==> config.mk <==
export PLATFORM = sky130hd
export DESIGN_NAME = multi_servo_ctrl
export DESIGN_NICKNAME = d
export VERILOG_FILES = /design/src/rtl/multi_servo_ctrl.sv
export SDC_FILE = /design/constraint.sdc
export NUM_CORES = 2
export LEC_CHECK = 0
export CAP_MARGIN = 5
export CORE_ASPECT_RATIO = 0.75
export CORE_UTILIZATION = 40
export CTS_BUF_LIST = sky130_fd_sc_hd__clkbuf_4 sky130_fd_sc_hd__clkbuf_8
export CTS_CLUSTER_SIZE = 20
export DETAILED_ROUTE_END_ITERATION = 12
export SETUP_SLACK_MARGIN = 0.5
export SYNTH_ARGS = -nofsm -noshare
export SYNTH_HDL_FRONTEND = slang
export SYNTH_HIERARCHICAL = 1
export SYNTH_SLANG_ARGS = --single-unit
==> constraint.sdc <==
create_clock -name clk -period 4.35 [get_ports clk]
set_input_delay 1.0875 -clock clk [delete_from_list [all_inputs] [get_ports clk]]
set_output_delay 1.0875 -clock clk [all_outputs]
set_load 0.02 [all_outputs]
==> src/rtl/multi_servo_ctrl.sv <==
// multi_servo_ctrl: NUM_CH hobby-servo PWM generators sharing one frame
// counter and one slow update tick. Each channel keeps a target (buttons or
// direct write), a position that slews toward the target once per tick, and
// a duty latched from position at the end of each frame.
// Optional build macro: SERVO_STAGGER_EN spreads channel pulse starts evenly
// across the frame instead of rising all channels together.

module servo_ch #(
    parameter int PW         = 25,
    parameter int FRAME_TICK = 1000000,
    parameter int PULSE_MIN  = 35000,
    parameter int PULSE_MAX  = 115000,
    parameter int STEP_SIZE  = 2000
) (
    input  logic          clk,
    input  logic          rst,
    input  logic          i_tick,
    input  logic          i_inc,
    input  logic          i_dec,
    input  logic          i_wr,
    input  logic [PW-1:0] i_wr_val,
    input  logic [PW-1:0] i_phase,
    output logic          o_servo,
    output logic          o_at_target
);
    localparam logic [PW-1:0] L_MIN    = PW'(PULSE_MIN);
    localparam logic [PW-1:0] L_MAX    = PW'(PULSE_MAX);
    localparam logic [PW-1:0] L_STEP   = PW'(STEP_SIZE);
    localparam logic [PW-1:0] L_FT_M1  = PW'(FRAME_TICK - 1);
    // Clamp thresholds compared before add/subtract so nothing wraps.
    localparam logic [PW-1:0] L_DN_LIM = PW'(PULSE_MIN + STEP_SIZE);
    localparam logic [PW-1:0] L_UP_LIM = PW'(PULSE_MAX - STEP_SIZE);

    logic [PW-1:0] r_target, r_position, r_duty;
    logic          r_servo;
    logic [PW-1:0] w_tgt_up, w_tgt_dn, w_pos_nxt;

    // Saturating button steps and one slew step of position toward target.
    always_comb begin
        w_tgt_up = (r_target >= L_UP_LIM) ? L_MAX : r_target + L_STEP;
        w_tgt_dn = (r_target <= L_DN_LIM) ? L_MIN : r_target - L_STEP;
        if (r_target > r_position)
            w_pos_nxt = (r_target - r_position <= L_STEP) ? r_target : r_position + L_STEP;
        else
            w_pos_nxt = (r_position - r_target <= L_STEP) ? r_target : r_position - L_STEP;
    end

    // Target: a direct write overrides a same-cycle button step; r beats l.
    always_ff @(posedge clk or negedge rst) begin
        if (!rst)                 r_target <= L_MIN;
        else if (i_wr)            r_target <= i_wr_val;
        else if (i_tick && i_inc) r_target <= w_tgt_up;
        else if (i_tick && i_dec) r_target <= w_tgt_dn;
    end

    // Position slews on the tick using the pre-tick target; duty only
    // reloads at the last phase count so a frame never changes width.
    always_ff @(posedge clk or negedge rst) begin
        if (!rst) begin
            r_position <= L_MIN;
            r_duty     <= L_MIN;
            r_servo    <= 1'b0;
        end else begin
            if (i_tick)             r_position <= w_pos_nxt;
            if (i_phase == L_FT_M1) r_duty     <= r_position;
            r_servo <= (i_phase < r_duty);
        end
    end

    assign o_servo     = r_servo;
    assign o_at_target = (r_position == r_target);
endmodule

module multi_servo_ctrl #(
    parameter int NUM_CH        = 4,
    parameter int FRAME_TICK    = 1000000,
    parameter int PULSE_MIN     = 35000,
    parameter int PULSE_MAX     = 115000,
    parameter int STEP_SIZE     = 2000,
    parameter int SLOW_TICK_MAX = 5000000,
    parameter int PW            = 25
) (
    input  logic              clk,
    input  logic              rst,
    input  logic [NUM_CH-1:0] l_ctrl,
    input  logic [NUM_CH-1:0] r_ctrl,
    input  logic              load_valid,
    input  logic [3:0]        load_ch,
    input  logic [PW-1:0]     load_pulse,
    output logic              load_ready,
    output logic              load_err,
    output logic [NUM_CH-1:0] servo,
    output logic [NUM_CH-1:0] at_target
);
    localparam logic [PW-1:0] L_MIN    = PW'(PULSE_MIN);
    localparam logic [PW-1:0] L_MAX    = PW'(PULSE_MAX);
    localparam logic [PW-1:0] L_FT_M1  = PW'(FRAME_TICK - 1);
    localparam logic [PW-1:0] L_TK_M1  = PW'(SLOW_TICK_MAX - 1);
    localparam logic [PW-1:0] L_ONE    = PW'(1);
    localparam logic [4:0]    L_NCH    = 5'(NUM_CH);

    logic [PW-1:0] r_frame_cnt, r_tick_cnt;
    logic          r_load_ready, r_load_err;
    logic          w_tick, w_xfer, w_ld_ok;
    logic [PW-1:0] w_ld_val;

    assign w_tick   = (r_tick_cnt == L_TK_M1);
    assign w_xfer   = load_valid & r_load_ready;
    assign w_ld_ok  = ({1'b0, load_ch} < L_NCH);
    assign w_ld_val = (load_pulse < L_MIN) ? L_MIN :
                      (load_pulse > L_MAX) ? L_MAX : load_pulse;

    // Free-running frame and update-tick counters.
    always_ff @(posedge clk or negedge rst) begin
        if (!rst) begin
            r_frame_cnt <= '0;
            r_tick_cnt  <= '0;
        end else begin
            r_frame_cnt <= (r_frame_cnt == L_FT_M1) ? '0 : r_frame_cnt + L_ONE;
            r_tick_cnt  <= w_tick ? '0 : r_tick_cnt + L_ONE;
        end
    end

    // Write handshake: ready drops for one cycle after every transfer.
    always_ff @(posedge clk or negedge rst) begin
        if (!rst) begin
            r_load_ready <= 1'b0;
            r_load_err   <= 1'b0;
        end else begin
            r_load_ready <= ~w_xfer;
            r_load_err   <= w_xfer & ~w_ld_ok;
        end
    end

    assign load_ready = r_load_ready;
    assign load_err   = r_load_err;

    for (genvar k = 0; k < NUM_CH; k++) begin : g_ch
        logic [PW-1:0] w_phase;
`ifdef SERVO_STAGGER_EN
        localparam int PW1 = PW + 1;
        localparam int OFS = k * (FRAME_TICK / NUM_CH);
        logic [PW:0] w_sum;
        assign w_sum   = {1'b0, r_frame_cnt} + PW1'(OFS);
        assign w_phase = (w_sum >= PW1'(FRAME_TICK)) ? PW'(w_sum - PW1'(FRAME_TICK)) : PW'(w_sum);
`else
        assign w_phase = r_frame_cnt;
`endif
        servo_ch #(
            .PW(PW), .FRAME_TICK(FRAME_TICK), .PULSE_MIN(PULSE_MIN),
            .PULSE_MAX(PULSE_MAX), .STEP_SIZE(STEP_SIZE)
        ) u_ch (
            .clk         (clk),
            .rst         (rst),
            .i_tick      (w_tick),
            .i_inc       (r_ctrl[k]),
            .i_dec       (l_ctrl[k]),
            .i_wr        (w_xfer & w_ld_ok & (load_ch == 4'(k))),
            .i_wr_val    (w_ld_val),
            .i_phase     (w_phase),
            .o_servo     (servo[k]),
            .o_at_target (at_target[k])
        );
    end
endmodule

==> results <==
- The run finished with clean final reports.
- The starting density of the core is 40.4%.
- After detailed routing, the number of remaining DRC violations is 0.
- Buffers placed on the I/O ports in this run total 49.
- For the pin with the worst max-slew slack, the measured transition is 1.00 ns.
- For the worst flop-to-flop path, the logic depth is 14.
- The worst supply voltage drop on vdd is 0.223 mV.
- Timing would allow up to 262 MHz.
- Clock-pin slew was measured on the worst setup and hold paths at 0.08 ns.
- The beginning of the worst register-to-register path is g_ch[2].u_ch/r_position[6]$_DFFE_PN0P_.
- Each instance of the synthesized netlist takes up on average 7.63 um2.
- Across all setup checks in the final design, the least slack found is 0.528 ns.
- Data arrives at the worst endpoint at 4.36 ns.
- The hold buffer count at cts is 0.
- The length of the first detailed-routing pass in iterations is 6.
- The total overflow left after global routing is 0.
- The worst register-to-register path ends at g_ch[2].u_ch/r_position[8]$_DFFE_PN0P_.
- The final count of hold timing violations came to 0.
- Counting the fill cells in the layout gives 8870.
- In this run, CTS created clock tree buffers numbering 68.
- The final critical path time including I/O delays and setup is 3.82 ns.
- Routability-driven placement finished with a final weighted congestion of 0.992.
- Measured against its own limit, the worst slew margin works out to 32.8%.
- The CTS tree is done.
- The critical path is of the register to register type.
- In the synthesized netlist the dominant register cell turns out to be sky130_fd_sc_hd__dfrtp_1.
- The global-route wire length before repair is 216 mm.
- The per-cell via count in the routed design is 6.19.
- The clock latency at the later pin of the worst-skew pair is 0.70 ns.
- The synthesized design contains 0 enable-type register cells.
- The share of flip-flops with an asynchronous set or reset after synthesis is 100%.
- The combined area of the multi-input logic cells is 0.0279 mm2.
- Summing all flip-flop and latch instances after layout gives 0.00906 mm2.
- The vertical die dimension is 265 um.
- The via count of the routed design is 39.9k.
- The final net count is 5527.
- The final-report max-slew violation count is 0.
- The placed wire-length estimate after detailed placement is 107 mm.
- The cell row count is 96.
- Setup repair after global routing could not meet its margin everywhere.
- The number of nets still failing antenna checks after routing is 0.
- The startpoint kind of the worst setup timing path is a register.
- The power density over cell area is 293 mW/mm2.
- In this run, distinct cell masters in the synthesized netlist total 89.
- The cell chosen for the clock root is sky130_fd_sc_hd__clkbuf_8.
- Dividing the detail-routed wire length by the instance count gives 22.1 um.
- The data required time of the worst path is 4.89 ns.
- The total standard cell area after synthesis is 0.0370 mm2.
- The count of state elements after synthesis is 356.
- The worst hold-check path type is primary input to async pin.
- The H-tree was split into 3 levels.
- Summed over all cells, the static leakage comes to 18.4 nW.
- The final worst hold slack is 0.410 ns.
- The number of primary I/O pins is 50.
- Summing all placed instances gives a cell area of 0.0401 mm2.
- The post-placement worst setup slack is 0.0858 ns.
- The worst path uses 87.9% of the clock period.
- Relative to the synthesized area, the layout overhead comes to 23.2%.
- The number of antenna violations at the first check in global routing was 6.
- The top fanout value on the critical path is 17.
- The synthesized netlist cell count is 4850.
- In this run the worst setup path begins at g_ch[2].u_ch/r_position[6]$_DFFE_PN0P_.
- The utilization of the core after routing is 49.8%.
- The final setup skew is 0.0362 ns.
- Leaving out filler cells and counting taps, the final layout contains 6457.
- The floorplan die width is 353 um.
- During synthesis, Yosys emitted a total of 6 warnings.
- The full die area is 0.0937 mm2.
- The final-report setup violation count is 0.
- The instance count after placement with tap cells included is 6161.
- The slack of the worst reg-to-reg path is 0.53 ns.
- The number of violations of the max-capacitance limit is 0.
- The clock sink total is 356.
- The via count of the first global-routing pass is 35.7k.
- Entering global routing, the biggest net connects 85 pins.
- Global routing consumed, over all layers together, 29.0% of the routing resources.
- Summing all non-filler instances in the final layout gives an area of 0.0456 mm2.
- The sum of negative setup slack is 0 ns.
- The type of element capturing the critical path is a register.
- Of the cells placed in the final design, the portion with a size suffix greater than 1 is 22.7%.
- The maximum root-to-sink buffer count is 3.
- The total area inside the core boundary comes to 0.0915 mm2.
- Of the synthesized area, sequential elements account for 24.3%.
- The total wire length is 143 mm.
- Power comes to 13.3 mW.
- For this block, the initial DRC count from the detailed router was 5169.
-- power breakdown --
group          switching, mW  leakage [nW]  internal (mW)
clock                   1.70         0.846           2.34
sequential             0.106          4.53           3.46
combinational           3.51          13.0           2.23
total                   5.32          18.4           8.03
-- synth_stat cells, drive strengths merged, types with 17 or more instances --
cell / count / share of area [%]
a211o: 20 / 0.47
a211oi: 90 / 2.1
a21o: 86 / 1.7
a21oi: 372 / 5.2
a221oi: 32 / 0.83
a22o: 24 / 0.57
a22oi: 40 / 0.81
a31oi: 69 / 1.2
and2: 29 / 0.52
and3: 53 / 0.90
and4: 36 / 0.85
buf: 101 / 1.7
clkbuf: 177 / 1.8
dfrtp: 284 / 19
dfstp: 72 / 5.1
ha: 314 / 11
inv: 337 / 3.4
mux2: 36 / 1.1
mux2i: 52 / 1.4
nand2: 554 / 5.6
nand2b: 33 / 0.64
nand3: 125 / 1.7
nand4: 124 / 2.2
nor2: 258 / 2.6
nor2b: 26 / 0.44
nor3: 163 / 2.3
nor3b: 17 / 0.40
nor4: 70 / 1.2
o2111ai: 17 / 0.40
o211ai: 53 / 1.1
o21a: 38 / 0.77
o21ai: 508 / 6.9
o21bai: 21 / 0.43
o221ai: 64 / 1.6
o22ai: 40 / 0.68
o31ai: 30 / 0.61
or3: 59 / 1.0
or4: 28 / 0.58
xnor2: 133 / 3.1
xor2: 63 / 1.5
-- worst max-delay path: stages, from the launching register on --
cell	delay [ns]
sky130_fd_sc_hd__dfrtp_2	0.47
sky130_fd_sc_hd__ha_4	0.32
sky130_fd_sc_hd__buf_4	0.17
sky130_fd_sc_hd__nand4_1	0.21
sky130_fd_sc_hd__or4_1	0.48
sky130_fd_sc_hd__a31o_2	0.25
sky130_fd_sc_hd__o2111ai_1	0.13
sky130_fd_sc_hd__xor2_1	0.11
sky130_fd_sc_hd__a211o_1	0.31
sky130_fd_sc_hd__nor4_4	0.31
sky130_fd_sc_hd__and2_1	0.21
sky130_fd_sc_hd__buf_8	0.19
sky130_fd_sc_hd__nand2_1	0.12
sky130_fd_sc_hd__o2111ai_1	0.19
sky130_fd_sc_hd__o221ai_1	0.19
-- how the worst max path moves through the flow --
stage | endpoint | depth (start not counted)
after detailed placement | g_ch[3].u_ch/r_position[23]$_DFFE_PN0P_ | 14
final | g_ch[2].u_ch/r_position[8]$_DFFE_PN0P_ | 14
after global routing | g_ch[0].u_ch/r_position[9]$_DFFE_PN0P_ | 17
after CTS | at_target[1] | 6
after floorplan | g_ch[0].u_ch/r_position[23]$_DFFE_PN0P_ | 15
after global placement | g_ch[3].u_ch/r_position[23]$_DFFE_PN0P_ | 14
-- per-layer routing --
layer / track usage, % / part of all wire [%]
met1: 45.5 / 47
met5: 0 / 0.0063
met2: 39.5 / 40
met4: 5.29 / 1.4
met3: 6.83 / 11
-- registers in the layout (all words and copies together) (netlist names) --
register              flops
g_ch.u_ch/r_target      100
g_ch.u_ch/r_position    100
load_ready                1
load_err                  1
g_ch.u_ch/r_duty        100
g_ch.u_ch/o_servo         4
g_ch.w_phase             25
r_tick_cnt               25
-- layout by cell type (no fill, tap or decap), types with 66 or more instances in the layout --
cell type / synthesis / final
sky130_fd_sc_hd__o21ai_1: 65 / 73
sky130_fd_sc_hd__inv_1: 337 / 312
sky130_fd_sc_hd__nor3_1: 159 / 152
sky130_fd_sc_hd__ha_1: 314 / 217
sky130_fd_sc_hd__dfstp_2: 72 / 72
sky130_fd_sc_hd__ha_4: 0 / 73
sky130_fd_sc_hd__clkbuf_8: 0 / 93
sky130_fd_sc_hd__a21oi_1: 360 / 297
sky130_fd_sc_hd__nand2_1: 550 / 524
sky130_fd_sc_hd__nand4_1: 119 / 119
sky130_fd_sc_hd__o21ai_0: 443 / 404
sky130_fd_sc_hd__buf_4: 16 / 405
sky130_fd_sc_hd__nor2_1: 258 / 244
sky130_fd_sc_hd__xnor2_1: 133 / 133
sky130_fd_sc_hd__dfrtp_1: 284 / 237
sky130_fd_sc_hd__a21o_1: 86 / 86
sky130_fd_sc_hd__nand3_1: 125 / 121
sky130_fd_sc_hd__a31oi_1: 69 / 66
-- what timing repair did --
action | CTS | global route
setup buffers | 57 | 109
endpoints found under the setup margin | 102 | 106
hold endpoints to repair | 0 | 0
pin swaps | 36 | 110
gates cloned | 0 | 1
resized for setup | 246 | 386
-- layout make-up --
| type | instances | area share [%] |
|---|---|---|
| Clock buffer | 100 | 2.92 |
| Sequential cell | 356 | 19.9 |
| Timing Repair Buffer | 500 | 9.17 |
| Inverter | 345 | 2.87 |
| Tap cell | 1225 | 3.36 |
| Clock inverter | 25 | 0.642 |
| Multi-Input combinational cell | 3902 | 61.1 |
| Antenna cell | 4 | 0.0220 |
-- kinds of logic (layout without fill, tap and decap cells) --
group,count (synthesis),after routing,synth area share [%]
other,1,36,0.0101
XOR/XNOR,196,196,4.64
buffers and inverters,623,970,6.97
AND/OR/NAND/NOR,1627,1627,22.1
multiplexers,88,88,2.54
AO/OA/AOI/OAI,1645,1645,28.7
adder cells (fa/ha/maj),314,314,10.6
flip-flops,356,356,24.3
Power figures use the tool's default switching activity.
